### config.mk
export PLATFORM = sky130hd
export DESIGN_NAME = dec_feeder
export DESIGN_NICKNAME = d
export VERILOG_FILES = /design/src/rtl/dec_feeder_pkg.sv /design/src/rtl/dec_feeder_rsp.sv /design/src/rtl/dec_feeder.sv
export SDC_FILE = /design/constraint.sdc
export NUM_CORES = 1
export LEC_CHECK = 0
export ABC_AREA = 0
export BUFFER_PORTS_ARGS = -buffer_cell sky130_fd_sc_hd__buf_2
export CAP_MARGIN = 0
export CELL_PAD_IN_SITES_DETAIL_PLACEMENT = 1
export CELL_PAD_IN_SITES_GLOBAL_PLACEMENT = 1
export CORE_ASPECT_RATIO = 0.8
export CORE_MARGIN = 8
export CORE_UTILIZATION = 35
export CTS_CLUSTER_DIAMETER = 60
export DETAILED_ROUTE_END_ITERATION = 7
export GPL_TIMING_DRIVEN = 0
export PLACE_DENSITY = 0.75
export RECOVER_POWER = 50
export SLEW_MARGIN = 40
export SYNTH_ARGS = -nofsm -noshare
export SYNTH_HDL_FRONTEND = slang
export SYNTH_SLANG_ARGS = --single-unit
### constraint.sdc
create_clock -name clk -period 2.6 [get_ports clk]
set_input_delay 0.13 -clock clk [delete_from_list [all_inputs] [get_ports clk]]
set_output_delay 0.13 -clock clk [all_outputs]
set_load 0.02 [all_outputs]
### src/rtl/dec_feeder_pkg.sv
// Shared definitions for the decision-tree feeder: packet mode encodings,
// payload lengths per mode and the packet FSM state type.
package dec_feeder_pkg;

    localparam logic [1:0] MODE_FEA   = 2'b00;
    localparam logic [1:0] MODE_THD   = 2'b01;
    localparam logic [1:0] MODE_CHILD = 2'b10;
    localparam logic [1:0] MODE_QUERY = 2'b11;

    localparam logic [3:0] LEN_FEA   = 4'd2;
    localparam logic [3:0] LEN_THD   = 4'd2;
    localparam logic [3:0] LEN_CHILD = 4'd3;

    typedef enum logic [1:0] {
        ST_IDLE    = 2'b00,
        ST_COLLECT = 2'b01,
        ST_ISSUE   = 2'b10
    } fsm_state_e;

    // Query length depends on the feature count of the instance, so it is passed in
    function automatic logic [3:0] payload_len(input logic [1:0] mode, input logic [3:0] len_query);
        logic [3:0] len;
        case (mode)
            MODE_FEA:   len = LEN_FEA;
            MODE_THD:   len = LEN_THD;
            MODE_CHILD: len = LEN_CHILD;
            MODE_QUERY: len = len_query;
            default:    len = LEN_FEA;
        endcase
        return len;
    endfunction

endpackage

### src/rtl/dec_feeder_rsp.sv
// Result return path: registers classifier results toward the host, drops
// ID-0 idle markers and tracks how many queries are still in flight.
module dec_feeder_rsp
    import dec_feeder_pkg::*;
#(
    parameter int ID_W = 12
) (
    input  logic            clk,
    input  logic            rst_n,
    input  logic            q_issue,
    input  logic            out_valid,
    input  logic [ID_W-1:0] out_ID,
    input  logic            out,
    output logic            r_valid,
    output logic [ID_W-1:0] r_id,
    output logic            r_class,
    output logic [ID_W-1:0] q_outstanding
);

    localparam logic [ID_W-1:0] ID_ZERO = {ID_W{1'b0}};
    localparam logic [ID_W-1:0] ID_ONE  = {{(ID_W-1){1'b0}}, 1'b1};
    localparam logic [ID_W-1:0] ID_MAX  = {ID_W{1'b1}};

    logic            accept_s;
    logic [ID_W-1:0] q_next_s;
    logic            r_valid_r;
    logic [ID_W-1:0] r_id_r;
    logic            r_class_r;
    logic [ID_W-1:0] q_cnt_r;

    assign accept_s = out_valid && (out_ID != ID_ZERO);

    // Outstanding count: issue and return in the same cycle cancel; clamps at both ends
    always_comb begin
        q_next_s = q_cnt_r;
        if (q_issue && !accept_s) begin
            if (q_cnt_r != ID_MAX) begin
                q_next_s = q_cnt_r + ID_ONE;
            end else begin
                q_next_s = q_cnt_r;
            end
        end else if (accept_s && !q_issue) begin
            if (q_cnt_r != ID_ZERO) begin
                q_next_s = q_cnt_r - ID_ONE;
            end else begin
                q_next_s = q_cnt_r;
            end
        end else begin
            q_next_s = q_cnt_r;
        end
    end

    // Result registers and outstanding counter
    always_ff @(posedge clk or negedge rst_n) begin
        if (!rst_n) begin
            r_valid_r <= 1'b0;
            r_id_r    <= ID_ZERO;
            r_class_r <= 1'b0;
            q_cnt_r   <= ID_ZERO;
        end else begin
            r_valid_r <= accept_s;
            r_id_r    <= accept_s ? out_ID : ID_ZERO;
            r_class_r <= accept_s && out;
            q_cnt_r   <= q_next_s;
        end
    end

    assign r_valid       = r_valid_r;
    assign r_id          = r_id_r;
    assign r_class       = r_class_r;
    assign q_outstanding = q_cnt_r;

endmodule

### src/rtl/dec_feeder.sv
// Host byte-stream to classifier beat converter: parses command/payload
// packets, issues one beat per packet and allocates query IDs.
module dec_feeder
    import dec_feeder_pkg::*;
#(
    parameter int NUM_FEATURE = 8,
    parameter int ID_W        = 12
) (
    input  logic            clk,
    input  logic            rst_n,
    input  logic [7:0]      s_data,
    input  logic            s_valid,
    output logic            s_ready,
    output logic            input_data_valid,
    output logic [7:0]      input_data_0,
    output logic [7:0]      input_data_1,
    output logic [7:0]      input_data_2,
    output logic [7:0]      input_data_3,
    output logic [7:0]      input_data_4,
    output logic [7:0]      input_data_5,
    output logic [7:0]      input_data_6,
    output logic [7:0]      input_data_7,
    output logic [ID_W-1:0] input_ID,
    output logic [1:0]      input_mode,
    input  logic            input_ready,
    input  logic            out_valid,
    input  logic [ID_W-1:0] out_ID,
    input  logic            out,
    output logic            r_valid,
    output logic [ID_W-1:0] r_id,
    output logic            r_class,
    output logic [ID_W-1:0] q_outstanding
);

    localparam logic [3:0]      LEN_QUERY = 4'(NUM_FEATURE);
    localparam logic [ID_W-1:0] ID_ZERO   = {ID_W{1'b0}};
    localparam logic [ID_W-1:0] ID_ONE    = {{(ID_W-1){1'b0}}, 1'b1};
    localparam logic [ID_W-1:0] ID_MAX    = {ID_W{1'b1}};

    fsm_state_e      state_r, state_s;
    logic [3:0]      cnt_r;
    logic [3:0]      len_r;
    logic [1:0]      mode_r;
    logic [7:0]      data_r [8];
    logic [ID_W-1:0] id_cnt_r;
    logic [ID_W-1:0] id_out_r;
    logic            ready_q_r;
    logic            s_ready_r;
    logic            accept_s, last_s, xfer_s;

    assign accept_s = s_valid && s_ready_r;
    assign last_s   = accept_s && (state_r == ST_COLLECT) && (cnt_r == (len_r - 4'd1));
    assign xfer_s   = (state_r == ST_ISSUE) && ready_q_r;

    // Packet FSM next-state
    always_comb begin
        state_s = state_r;
        case (state_r)
            ST_IDLE: begin
                if (accept_s) state_s = ST_COLLECT;
                else          state_s = ST_IDLE;
            end
            ST_COLLECT: begin
                if (last_s) state_s = ST_ISSUE;
                else        state_s = ST_COLLECT;
            end
            ST_ISSUE: begin
                if (xfer_s) state_s = ST_IDLE;
                else        state_s = ST_ISSUE;
            end
            default: state_s = ST_IDLE;
        endcase
    end

    // Packet FSM state register
    always_ff @(posedge clk or negedge rst_n) begin
        if (!rst_n) begin
            state_r <= ST_IDLE;
        end else begin
            state_r <= state_s;
        end
    end

    // Byte capture, beat registers and query ID allocation; s_ready is registered
    // from the next state so it stays low while reset is asserted
    always_ff @(posedge clk or negedge rst_n) begin
        if (!rst_n) begin
            cnt_r     <= 4'd0;
            len_r     <= 4'd0;
            mode_r    <= 2'b00;
            id_cnt_r  <= ID_ONE;
            id_out_r  <= ID_ZERO;
            ready_q_r <= 1'b0;
            s_ready_r <= 1'b0;
            for (int i = 0; i < 8; i++) data_r[i] <= 8'd0;
        end else begin
            ready_q_r <= input_ready;
            s_ready_r <= (state_s != ST_ISSUE);
            if (accept_s && (state_r == ST_IDLE)) begin
                mode_r   <= s_data[1:0];
                len_r    <= payload_len(s_data[1:0], LEN_QUERY);
                cnt_r    <= 4'd0;
                id_out_r <= ID_ZERO;
                for (int i = 0; i < 8; i++) data_r[i] <= 8'd0;
            end else if (accept_s && (state_r == ST_COLLECT)) begin
                // Child address high byte carries a single address bit
                data_r[cnt_r[2:0]] <= ((mode_r == MODE_CHILD) && (cnt_r == 4'd2)) ?
                                      {7'd0, s_data[0]} : s_data;
                cnt_r <= cnt_r + 4'd1;
                if (last_s && (mode_r == MODE_QUERY)) id_out_r <= id_cnt_r;
            end
            if (xfer_s && (mode_r == MODE_QUERY)) begin
                id_cnt_r <= (id_cnt_r == ID_MAX) ? ID_ONE : (id_cnt_r + ID_ONE);
            end
        end
    end

    dec_feeder_rsp #(.ID_W(ID_W)) u_rsp (
        .clk           (clk),
        .rst_n         (rst_n),
        .q_issue       (xfer_s && (mode_r == MODE_QUERY)),
        .out_valid     (out_valid),
        .out_ID        (out_ID),
        .out           (out),
        .r_valid       (r_valid),
        .r_id          (r_id),
        .r_class       (r_class),
        .q_outstanding (q_outstanding)
    );

    assign s_ready          = s_ready_r;
    assign input_data_valid = (state_r == ST_ISSUE);
    assign input_mode       = mode_r;
    assign input_ID         = id_out_r;
    assign input_data_0     = data_r[0];
    assign input_data_1     = data_r[1];
    assign input_data_2     = data_r[2];
    assign input_data_3     = data_r[3];
    assign input_data_4     = data_r[4];
    assign input_data_5     = data_r[5];
    assign input_data_6     = data_r[6];
    assign input_data_7     = data_r[7];

endmodule

* Word level (Yosys, flattened, before mapping) *
Index checks and enable logic that the tools add are counted.

word-level totals
  input bits = 26
  word-level logic and storage cells = 89
  flip-flop bits (word level) = 128
  output and inout port bits = 106

cells by class
  reductions and logical operators = 26
  equality and inequality tests = 13
  bitwise gates (word level) = 1
  $add $sub $neg = 5
  multiplexer cells = 22
  $lt $le $gt $ge = 2

operators with widths
  kind                   number
  $mux 64                2
  $mux 12                9
  $bwmux 64              1
  $add 12x1->12 const B  2
  $demux 8 s3            1
  $reduce_bool 12->1     2
  $mux 8                 2
  $logic_and 1x1->1      13
  $eq 12x12->1 const B   1
  $ne 12x12->1 const B   1
  $pmux 4 s3             1
  $sub 12x1->12 const B  1
  $eq 2x2->1 const B     5
  $mux 4                 2
  $reduce_bool 2->1      4
  $pmux 2 s3             1
  $add 4x1->4 const B    1
  $eq 2x1->1 const B     2
  $eq 4x2->1 const B     1
  $eq 4x4->1             1
  $ge 4x4->1 const B     1
  $logic_not 2->1        2
  $lt 4x1->1 const B     1
  $mux 2                 2
  8 further kinds        10

* Longest topological paths before layout *
Gate-level depths: netlist of the first run.

  depth in word-level cells = 8
  mapped depth = 11
  gate-level depth less buffers = 10

* Cells and area by module *
From an unflattened synthesis of the first run, not the netlist that was laid out.

unflattened totals
  cells, all modules = 534
  area, all modules = 5690.5 um^2

modules (own cells, without submodules)
  module          cells an instance  area an instance (um^2)  times used  seq. area each (um^2)
  dec_feeder      396                4225.3                   1           2528.7
  dec_feeder_rsp  138                1465.2                   1           650.6

* Worst setup path before layout of the first run *
Ideal clock, no wire load.

  kind = register to register
  start = reg state_r[0]
  end = reg u_rsp.q_cnt_r[10], in the netlist u_rsp.q_outstanding[10]
  cell stages (with the launch flop) = 12
  data required time = 2.518 ns
  setup time = 0.082 ns
  slack = -0.319 ns
  clock period less this slack = 2.919 ns
  arrival time = 2.837 ns
  path buffers = 1
  path through = dfrtp_1 > and2b_1 > nand4_1 > buf_2 > or2_2 > fa_1 > a21oi_1 > o22ai_1 > nor4_1 > nor3_1 > or3_1 > a31oi_1

on the way
  word-level cells in the longest chain between the ends = 7

ends and longest elaborated chain
  what                                line                  text
  start: declaration                  dec_feeder.sv:40      fsm_state_e state_r, state_s;
  start signal: assignment            dec_feeder.sv:80      state_r <= state_s;
  $eq 2x2->1 (*)                      n/a
  named net input_data_valid          dec_feeder.sv:14      output logic input_data_valid,
  $logic_and 1x1->1 (*)               dec_feeder.sv:53      assign xfer_s = (state_r == ST_ISSUE) && ready_q_r;
  $logic_and 1x1->1 (*)               dec_feeder.sv:121     .q_issue (xfer_s && (mode_r == MODE_QUERY)),
  $logic_not 1->1                     dec_feeder_rsp.sv:42  end else if (accept_s && !q_issue) begin
  $logic_and 1x1->1                   dec_feeder_rsp.sv:42
  $reduce_bool 2->1 (no source line)  n/a
  $reduce_and 3->1 (no source line)   n/a
  end signal: assignment              dec_feeder_rsp.sv:64  q_cnt_r <= q_next_s;
  end: declaration                    dec_feeder_rsp.sv:29  logic [ID_W-1:0] q_cnt_r;

Mark *: on every way through the listed nets, which the timed path passes. The rest lies on a longest branch.
A chain may end at the register's enable or synchronous reset.

* Final worst setup path of the first run *
  start = reg state_r[0]
  end = reg u_rsp.q_cnt_r[10], in the netlist u_rsp.q_outstanding[10]

on the way
  word-level cells in the longest chain between the ends = 7

ends and longest elaborated chain
  what                                line
  $eq 2x2->1 (*)                      dec_feeder.sv:53
  $logic_and 1x1->1 (*)               dec_feeder.sv:53
  $logic_and 1x1->1 (*)               dec_feeder.sv:121
  $logic_not 1->1                     dec_feeder_rsp.sv:42
  $logic_and 1x1->1                   dec_feeder_rsp.sv:42
  $reduce_bool 2->1 (no source line)  n/a
  $reduce_and 3->1 (no source line)   n/a

Every way passes the cells marked *; elsewhere a longest branch is shown, timed or not.

==> results of run 1 <==
## timing repair
item | CTS | global route
hold endpoints to repair | 75 | 0
resized for setup | 11 | 4
pin swaps | 11 | 10
hold buffers | 17 | 0
setup endpoints to repair | 5 | 5
setup buffers | 11 | 5
cloned | 0 | 0
## flip-flops by register name, summed over array words and instances (netlist names)
| signal | cells |
|---|---|
| s_ready | 1 |
| input_ID | 12 |
| input_data_6 | 8 |
| u_rsp.r_class | 1 |
| input_data_2 | 8 |
| input_data_3 | 8 |
| input_data_7 | 8 |
| id_cnt_r | 12 |
| input_mode | 2 |
| cnt_r | 4 |
| input_data_5 | 8 |
| u_rsp.r_id | 12 |
| u_rsp.r_valid | 1 |
| state_r | 2 |
| u_rsp.q_outstanding | 12 |
| len_r | 3 |
| input_data_4 | 8 |
| input_data_1 | 8 |
| ready_q_r | 1 |
| input_data_0 | 8 |
## report_power, final
group	internal [mW]	total, mW	switching [mW]
clock network	1.62	2.56	0.946
registers	2.57	3.08	0.517
logic	1.40	3.80	2.40
total	5.59	9.45	3.86
## per-stage QoR
step / TNS [ps] / std cells
after floorplan: -79.9 / 539
after global placement: -26940 / 885
after detailed placement: -1050 / 886
after CTS: -236 / 946
after global routing: -6870 / 950
final: -200 / 950
## final timing paths
| check | startpoint | to | slack (ps) | cells past startpoint |
|---|---|---|---|---|
| min reg2reg | input_data_2[5]$_DFFE_PN0P_ | input_data_2[5]$_DFFE_PN0P_ | 480 | 2 |
| max | state_r[0]$_DFF_PN0_ | u_rsp.q_outstanding[10]$_DFFE_PN0P_ | -120 | 10 |
| min in group asynchronous | rst_n | input_data_0[7]$_DFFE_PN0P_ | 670 | 2 |
| min | s_data[1] | input_mode[1]$_DFFE_PN0P_ | 40 | 2 |
| max reg2reg | state_r[0]$_DFF_PN0_ | u_rsp.q_outstanding[10]$_DFFE_PN0P_ | -120 | 10 |
| max in group asynchronous | rst_n | input_ID[10]$_DFFE_PN0P_ | 320 | 3 |
## metal layers
layer | vias up | part of all wire (%) | GRT usage, %
li1 | 2227 | - | -
met1 | 2424 | 42 | 21.9
met2 | 97 | 51 | 31.3
met3 | 17 | 5.3 | 4.83
met4 | 0 | 1.5 | 6.54
met5 | - | 0 | 0
## synth_stat cells (2+ instances only)
master / instances / share of area [%]
nor3b_1: 2 / 0.27
xnor2_1: 12 / 1.9
a21o_1: 2 / 0.27
nand2b_1: 3 / 0.33
nand2_1: 111 / 7.4
o21ai_2: 2 / 0.31
xor2_1: 8 / 1.2
a31oi_1: 3 / 0.33
nand4_1: 6 / 0.67
nor2_1: 32 / 2.1
o21ai_0: 69 / 6.1
clkbuf_1: 7 / 0.47
nor4_2: 2 / 0.45
nand3b_1: 2 / 0.27
nor3_1: 8 / 0.71
o21a_1: 2 / 0.27
o22ai_1: 2 / 0.22
inv_1: 12 / 0.80
nand3_1: 12 / 1.1
o21ai_1: 15 / 1.3
and3_1: 3 / 0.33
nor4_1: 4 / 0.45
mux2_2: 2 / 0.40
and2_1: 13 / 1.4
dfrtp_1: 126 / 56
buf_2: 5 / 0.45
mux2i_1: 17 / 3.0
ha_1: 14 / 3.1
a21oi_1: 9 / 0.80
or3_1: 6 / 0.67
## cell type report
cell class	instances	area, µm²	share of cell area (%)
Tap cell	215	269	3.57
Inverter	12	45.0	0.597
Sequential cell	127	3180	42.1
Multi-Input combinational cell	386	2440	32.3
Timing Repair Buffer	165	905	12.0
Clock buffer	17	425	5.64
Buffer	13	77.6	1.03
Clock inverter	15	206	2.74
## cells in the final DEF (no fill, tap or decap), types with 4 or more instances in the layout
cell type,count
a21oi_1,7
and2_0,8
and2_1,5
buf_2,95
buf_4,17
bufinv_16,4
clkbuf_1,46
clkbuf_16,17
dfrtp_1,126
dlygate4sd3_1,17
ha_1,10
ha_4,4
inv_1,12
inv_6,5
mux2i_1,17
nand2_1,111
nand3_1,12
nand4_1,6
nor2_1,32
nor3_1,7
o21ai_0,69
o21ai_1,15
or3_1,6
xnor2_1,11
xor2_1,8
## critical path: stages (launching register included)
cell	delay, ps
dfrtp_1	370
and2b_2	230
nand4_1	130
or2_4	340
fa_2	390
a21oi_4	150
o22ai_2	120
nor4_2	310
nor3_2	100
or3_1	330
a31oi_1	180
## cell families after synthesis
logic type | after synthesis | share of synthesized area [%]
compound gates | 113 | 11.5
xor+xnor | 22 | 3.70
fa+ha+maj | 15 | 3.47
buf+inv | 26 | 2.27
flops | 127 | 56.6
mux | 20 | 3.70
simple gates | 216 | 18.8
==> Implementation_results.wiki, run 1 <==
{| class="wikitable"
! Metric !! Value
|-
| Result of the run || finished, violations left
|-
| Violations in the final reports || max-capacitance violations, max-slew violations, negative setup slack
|-
| Die height || 129 µm
|-
| Design area || roughly 7500 µm²
|-
| Core Box Area || roughly 16,000 µm²
|-
| Slew of the pin with the lowest slew margin || approximately 1600 ps
|-
| Layout Skew || between 10 and 15 ps
|-
| Reg clk slew, reported paths || 60 ps
|-
| Port Buf Inserts || ~130
|-
| Worst slew margin || -4.33%
|-
| Final wirelength || between 15 and 20 mm
|-
| Inserted Clock Buffers || 17
|-
| Fraction of final layout cells with drive strength greater than 1 || approximately a quarter
|-
| Max-cap violations || 1
|-
| Routed length per placed instance || 18.7 µm
|-
| Final estimated routing congestion in global placement || roughly 0.80
|-
| Vias in the first global route || approximately 5,300
|-
| Timing-limited maximum frequency || between 300 and 400 MHz
|-
| Leak || roughly 3.5 nW
|-
| CTS H-Tree Depth || 4
|-
| Count of flip-flops with a built-in enable after synthesis || 0
|-
| Instance area at placement || between 6000 and 7000 µm²
|-
| Maximum vdd drop || 0.000439 V
|-
| Max Slew Vio Count || 64
|-
| Synthesized area per cell || around 10 µm²
|-
| Setup WS pre-CTS || -349 ps
|-
| Setup-violating endpoint count in the final report || 3
|-
| Dpl hpwl || approximately 13 mm
|-
| Overall via count from detail_route || 4,765
|-
| Row Count || 41
|-
| Hold Fails Final Rpt || 0
|-
| Final critical path time including I/O delays and setup || between 2000 and 3000 ps
|-
| Net count after synthesis || 580
|-
| Area enclosed by the die boundary || between 20,000 and 25,000 µm²
|-
| Root buffer cell || clkbuf_16
|-
| Largest net degree at the start of global routing || between 60 and 70
|-
| CP Max Fanout || 8
|-
| Power per cell area || 1250 nW/µm²
|-
| Initial Utilization || about 36%
|-
| # DRC || 0
|-
| Top_reg_cell synth || dfrtp_1
|-
| Number of fill cells || between 1,500 and 2,000
|-
| CTS tree || built
|-
| Buffer levels on the longest clock path || 2
|-
| First-pass GRT wire length || 28.9 mm
|-
| ANT nets after route || 0
|-
| Die extent in x || around 160 µm
|-
| Layout overhead on the synthesized area || 34.2%
|-
| Startpoint type of the worst setup path || register
|-
| Path class of the lowest-slack min-delay path || input port to register
|-
| Fin worst setup slack || -121 ps
|-
| Warnings, synthesis || 0
|-
| Number of DRC violations after detailed-routing iteration 0 || 249
|-
| Number of detailed-routing iterations run before antenna repair || 4
|-
| Asr flop ratio synth || 100%
|-
| Sequential-to-total area share from yosys stat || ~57%
|-
| Crit path arrival time || a little over 3000 ps
|-
| Number of antenna violations at the first check in global routing || 0
|-
| Antenna cells || 0
|-
| Kind of end point of the critical path || register
|-
| Number of storage elements in the synthesis netlist || about 130
|-
| Final Cycle Share || 105%
|-
| Final design utilization || ~48%
|-
| Total number of nets in the final design || approximately 760
|-
| Post-Synthesis Cells || roughly 540
|-
| Ports || ~130
|-
| Critical path required time || approximately 2900 ps
|-
| Count of clock tree sinks || 127
|-
| Clock latency on the worst-skew pair || approximately 420 ps
|-
| Global-route total usage across every layer || between 10% and 20%
|-
| Unrepaired setup endpoints after global routing || true
|-
| PnR Total Power || 9.45 mW
|-
| Cell Area, Synth || roughly 5600 µm²
|-
| Sum of overflow across all layers after global routing || 0
|-
| Crit Path Category || register to register
|-
| Drt via density || ~5
|-
| Number of distinct library cells after synthesis || 58
|-
| Post-route worst hold slack || roughly 37 ps
|}
No activity file was read; power rests on OpenSTA's default activity.
==> inputs of run 2 (changes only) <==
==> constraint.sdc (replaced) <==
create_clock -name clk -period 2.6 [get_ports clk]
set_input_delay 0.39 -clock clk [delete_from_list [all_inputs] [get_ports clk]]
set_output_delay 0.39 -clock clk [all_outputs]
set_load 0.02 [all_outputs]
==> run 2 against run 1 <==
Against the previous run: the flow still finishes with violations (max-capacitance violations, max-slew violations, negative setup slack); hold slack improved by 90 ps; clock skew increased by 3.1 ps; non-clock buffer count decreased by 17; utilization decreased by 1.0 points; die area unchanged; sequential share of layout area increased by 0.91 points; sequential power about the same; worst setup slack got worse by 84 ps; first-iteration DRC count increased by 2.0%; routed wire length decreased by 1.1%; cell area decreased by 2.1%.
==> Implementation_results.wiki, run 2 (synthesis results as in run 1) <==
{| class="wikitable"
! Metric !! Value
|-
| Root buffer cell || clkbuf_16
|-
| Post-route worst hold slack || 127 ps
|-
| Row Count || ~40
|-
| Capture point of the worst reg-to-reg path || u_rsp.q_outstanding[10]$_DFFE_PN0P_
|-
| Routed length per placed instance || between 15 and 20 µm
|-
| First-pass GRT wire length || between 20 and 30 mm
|-
| Maximum vdd drop || 0.000439 V
|-
| R2R setup slack || -210 ps
|-
| Worst stage delay on the critical path || around 380 ps
|-
| Library cell contributing the largest single delay on the critical path || fa_2
|-
| Drt via density || roughly 5.0
|-
| Final wirelength || roughly 18 mm
|-
| Placed insts || roughly 890
|-
| Worst hold endpoint || ready_q_r$_DFF_PN0_
|-
| Hold Crit Start || input_ready
|-
| Core Box Area || about 16,000 µm²
|-
| Antenna cells || 0
|-
| CTS H-Tree Depth || 4
|-
| Max Slew Vio Count || 64
|-
| Reg clk slew, reported paths || ~70 ps
|-
| Count of clock tree sinks || 127
|-
| Global-route total usage across every layer || between 10% and 20%
|-
| Ordered cell list for the critical path || and2b_2 -> nand4_1 -> or2_4 -> fa_2 -> a21oi_2 -> o22ai_2 -> nor4_2 -> nor3_2 -> or3_1 -> a31oi_1
|-
| Total number of nets in the final design || between 700 and 800
|-
| Initial Utilization || 35.7%
|-
| Port Buf Inserts || approximately 130
|-
| Clock latency on the worst-skew pair || 420 ps
|-
| Fin worst setup slack || -206 ps
|-
| Final estimated routing congestion in global placement || 0.803
|-
| CTS tree || built
|-
| Dpl hpwl || approximately 13 mm
|-
| Number of detailed-routing iterations run before antenna repair || 4
|-
| Layout overhead on the synthesized area || 31.4%
|-
| Non-filler instance count after layout || ~930
|-
| Commonest non-fill, non-tap cells in the layout || dfrtp_1 (126), nand2_1 (111), buf_2 (97)
|-
| Worst slew margin || -5.71%
|-
| # DRC || 0
|-
| Fraction of final layout cells with drive strength greater than 1 || about a quarter
|-
| Hold Fails Final Rpt || 0
|-
| Most common cell after layout, fill and taps aside || dfrtp_1
|-
| Leak || roughly 3.5 nW
|-
| Max-cap violations || 1
|-
| Die height || between 100 and 150 µm
|-
| Sum of overflow across all layers after global routing || 0
|-
| Final Cycle Share || 108%
|-
| Crit Path Category || register to register
|-
| Layout Skew || 15.6 ps
|-
| Slew of the pin with the lowest slew margin || about 1600 ps
|-
| Ports || 132
|-
| Crit path arrival time || 3150 ps
|-
| ANT nets after route || 0
|-
| Buffer levels on the longest clock path || 2
|-
| Number of antenna violations at the first check in global routing || 0
|-
| Vias in the first global route || approximately 5,300
|-
| Overall via count from detail_route || between 4,000 and 5,000
|-
| Setup-violating endpoint count in the final report || 2
|-
| Timing-limited maximum frequency || 356 MHz
|-
| Kind of end point of the critical path || register
|-
| Largest net degree at the start of global routing || 66
|-
| Launching point of the worst reg2reg path || state_r[0]$_DFF_PN0_
|-
| CP Max Fanout || 8
|-
| Number of DRC violations after detailed-routing iteration 0 || 254
|-
| Unrepaired setup endpoints after global routing || true
|-
| Startpoint type of the worst setup path || register
|-
| Inserted Clock Buffers || 17
|-
| Power per cell area || about 1300 nW/µm²
|-
| Violations in the final reports || max-capacitance violations, max-slew violations, negative setup slack
|-
| Hold Path Cell Cnt || 1
|-
| Path depth of the worst reg2reg path || 10
|-
| Final critical path time including I/O delays and setup || about 2800 ps
|-
| Kind of cell with the highest combined delay on the critical path || simple AND/OR/NAND/NOR gates
|-
| Die extent in x || 158 µm
|-
| Bufs and invs on worst path || 0
|-
| Result of the run || finished, violations left
|-
| Critical path required time || 2940 ps
|-
| Area enclosed by the die boundary || approximately 20,000 µm²
|-
| Path class of the lowest-slack min-delay path || input port to register
|}
-- run 2: cell types whose count changed in the layout (fill, tap and decap cells not counted), sizes merged --
cell / change
buf: +1
clkbuf: -2
dlygate4sd3: -16
-- run 2: per-stage QoR --
stage          setup TNS [ps]  worst slack (ps)  total power, mW  utilization (%)  area, µm²
6_report                 -286              -206             9.41             46.9       7380
5_1_grt                 -1240              -285             9.98             46.9       7380
4_1_cts                  -236             -92.6             9.43             47.0       7410
3_5_place_dp            -2080              -531             6.59             41.9       6600
3_3_place_gp           -60650              -478             6.35             41.7       6560
2_1_floorplan           -79.9             -79.9             5.29                -       5640
-- run 2: repair_timing --
item | CTS | global route
hold buffers | 1 | 0
cloned | 0 | 0
setup endpoints to repair | 5 | 5
setup buffers | 11 | 4
pin swaps | 11 | 10
hold endpoints to repair | 61 | 0
gates resized for setup | 11 | 4
-- run 2: cell type report --
| type | count | area [µm²] |
|---|---|---|
| Clock inverter | 15 | 206 |
| Timing Repair Buffer | 148 | 744 |
| Inverter | 12 | 45.0 |
| Buffer | 13 | 76.3 |
| Multi-Input combinational cell | 386 | 2440 |
| Tap cell | 215 | 269 |
| Clock buffer | 17 | 425 |
| Sequential cell | 127 | 3180 |
| Fill cell | 1820 | 8370 |
-- run 2: worst reg2reg max path, stage by stage (launching register included) --
cell and delay, ps:
dfrtp_1 370, and2b_2 230, nand4_1 130, or2_4 330, fa_2 380, a21oi_2 190
o22ai_2 130, nor4_2 320, nor3_2 110, or3_1 370, a31oi_1 170
-- run 2: metal layers --
metal  track usage [%]  share of wire [%]
met5                 0                  0
met4              6.87                1.5
met3              4.79                4.8
met2              30.3                 50
met1              22.0                 43
-- run 2: worst max path at each step --
stage	startpoint	end	slack, ps	cells after the start
final	state_r[0]$_DFF_PN0_	u_rsp.q_outstanding[10]$_DFFE_PN0P_	-210	10
after global routing	state_r[0]$_DFF_PN0_	u_rsp.q_outstanding[10]$_DFFE_PN0P_	-290	10
after CTS	state_r[0]$_DFF_PN0_	u_rsp.q_outstanding[10]$_DFFE_PN0P_	-90	11
after detailed placement	out_ID[2]	u_rsp.q_outstanding[10]$_DFFE_PN0P_	-530	11
after global placement	rst_n	input_ID[7]$_DFFE_PN0P_	-480	1
after floorplan	state_r[0]$_DFF_PN0_	u_rsp.q_outstanding[10]$_DFFE_PN0P_	-80	11
-- run 2: power by group --
| part | internal [mW] | switching [mW] | total (mW) |
|---|---|---|---|
| Sequential | 2.57 | 0.523 | 3.09 |
| Combinational | 1.36 | 2.39 | 3.76 |
| Clock | 1.62 | 0.942 | 2.56 |
| Total | 5.55 | 3.86 | 9.41 |
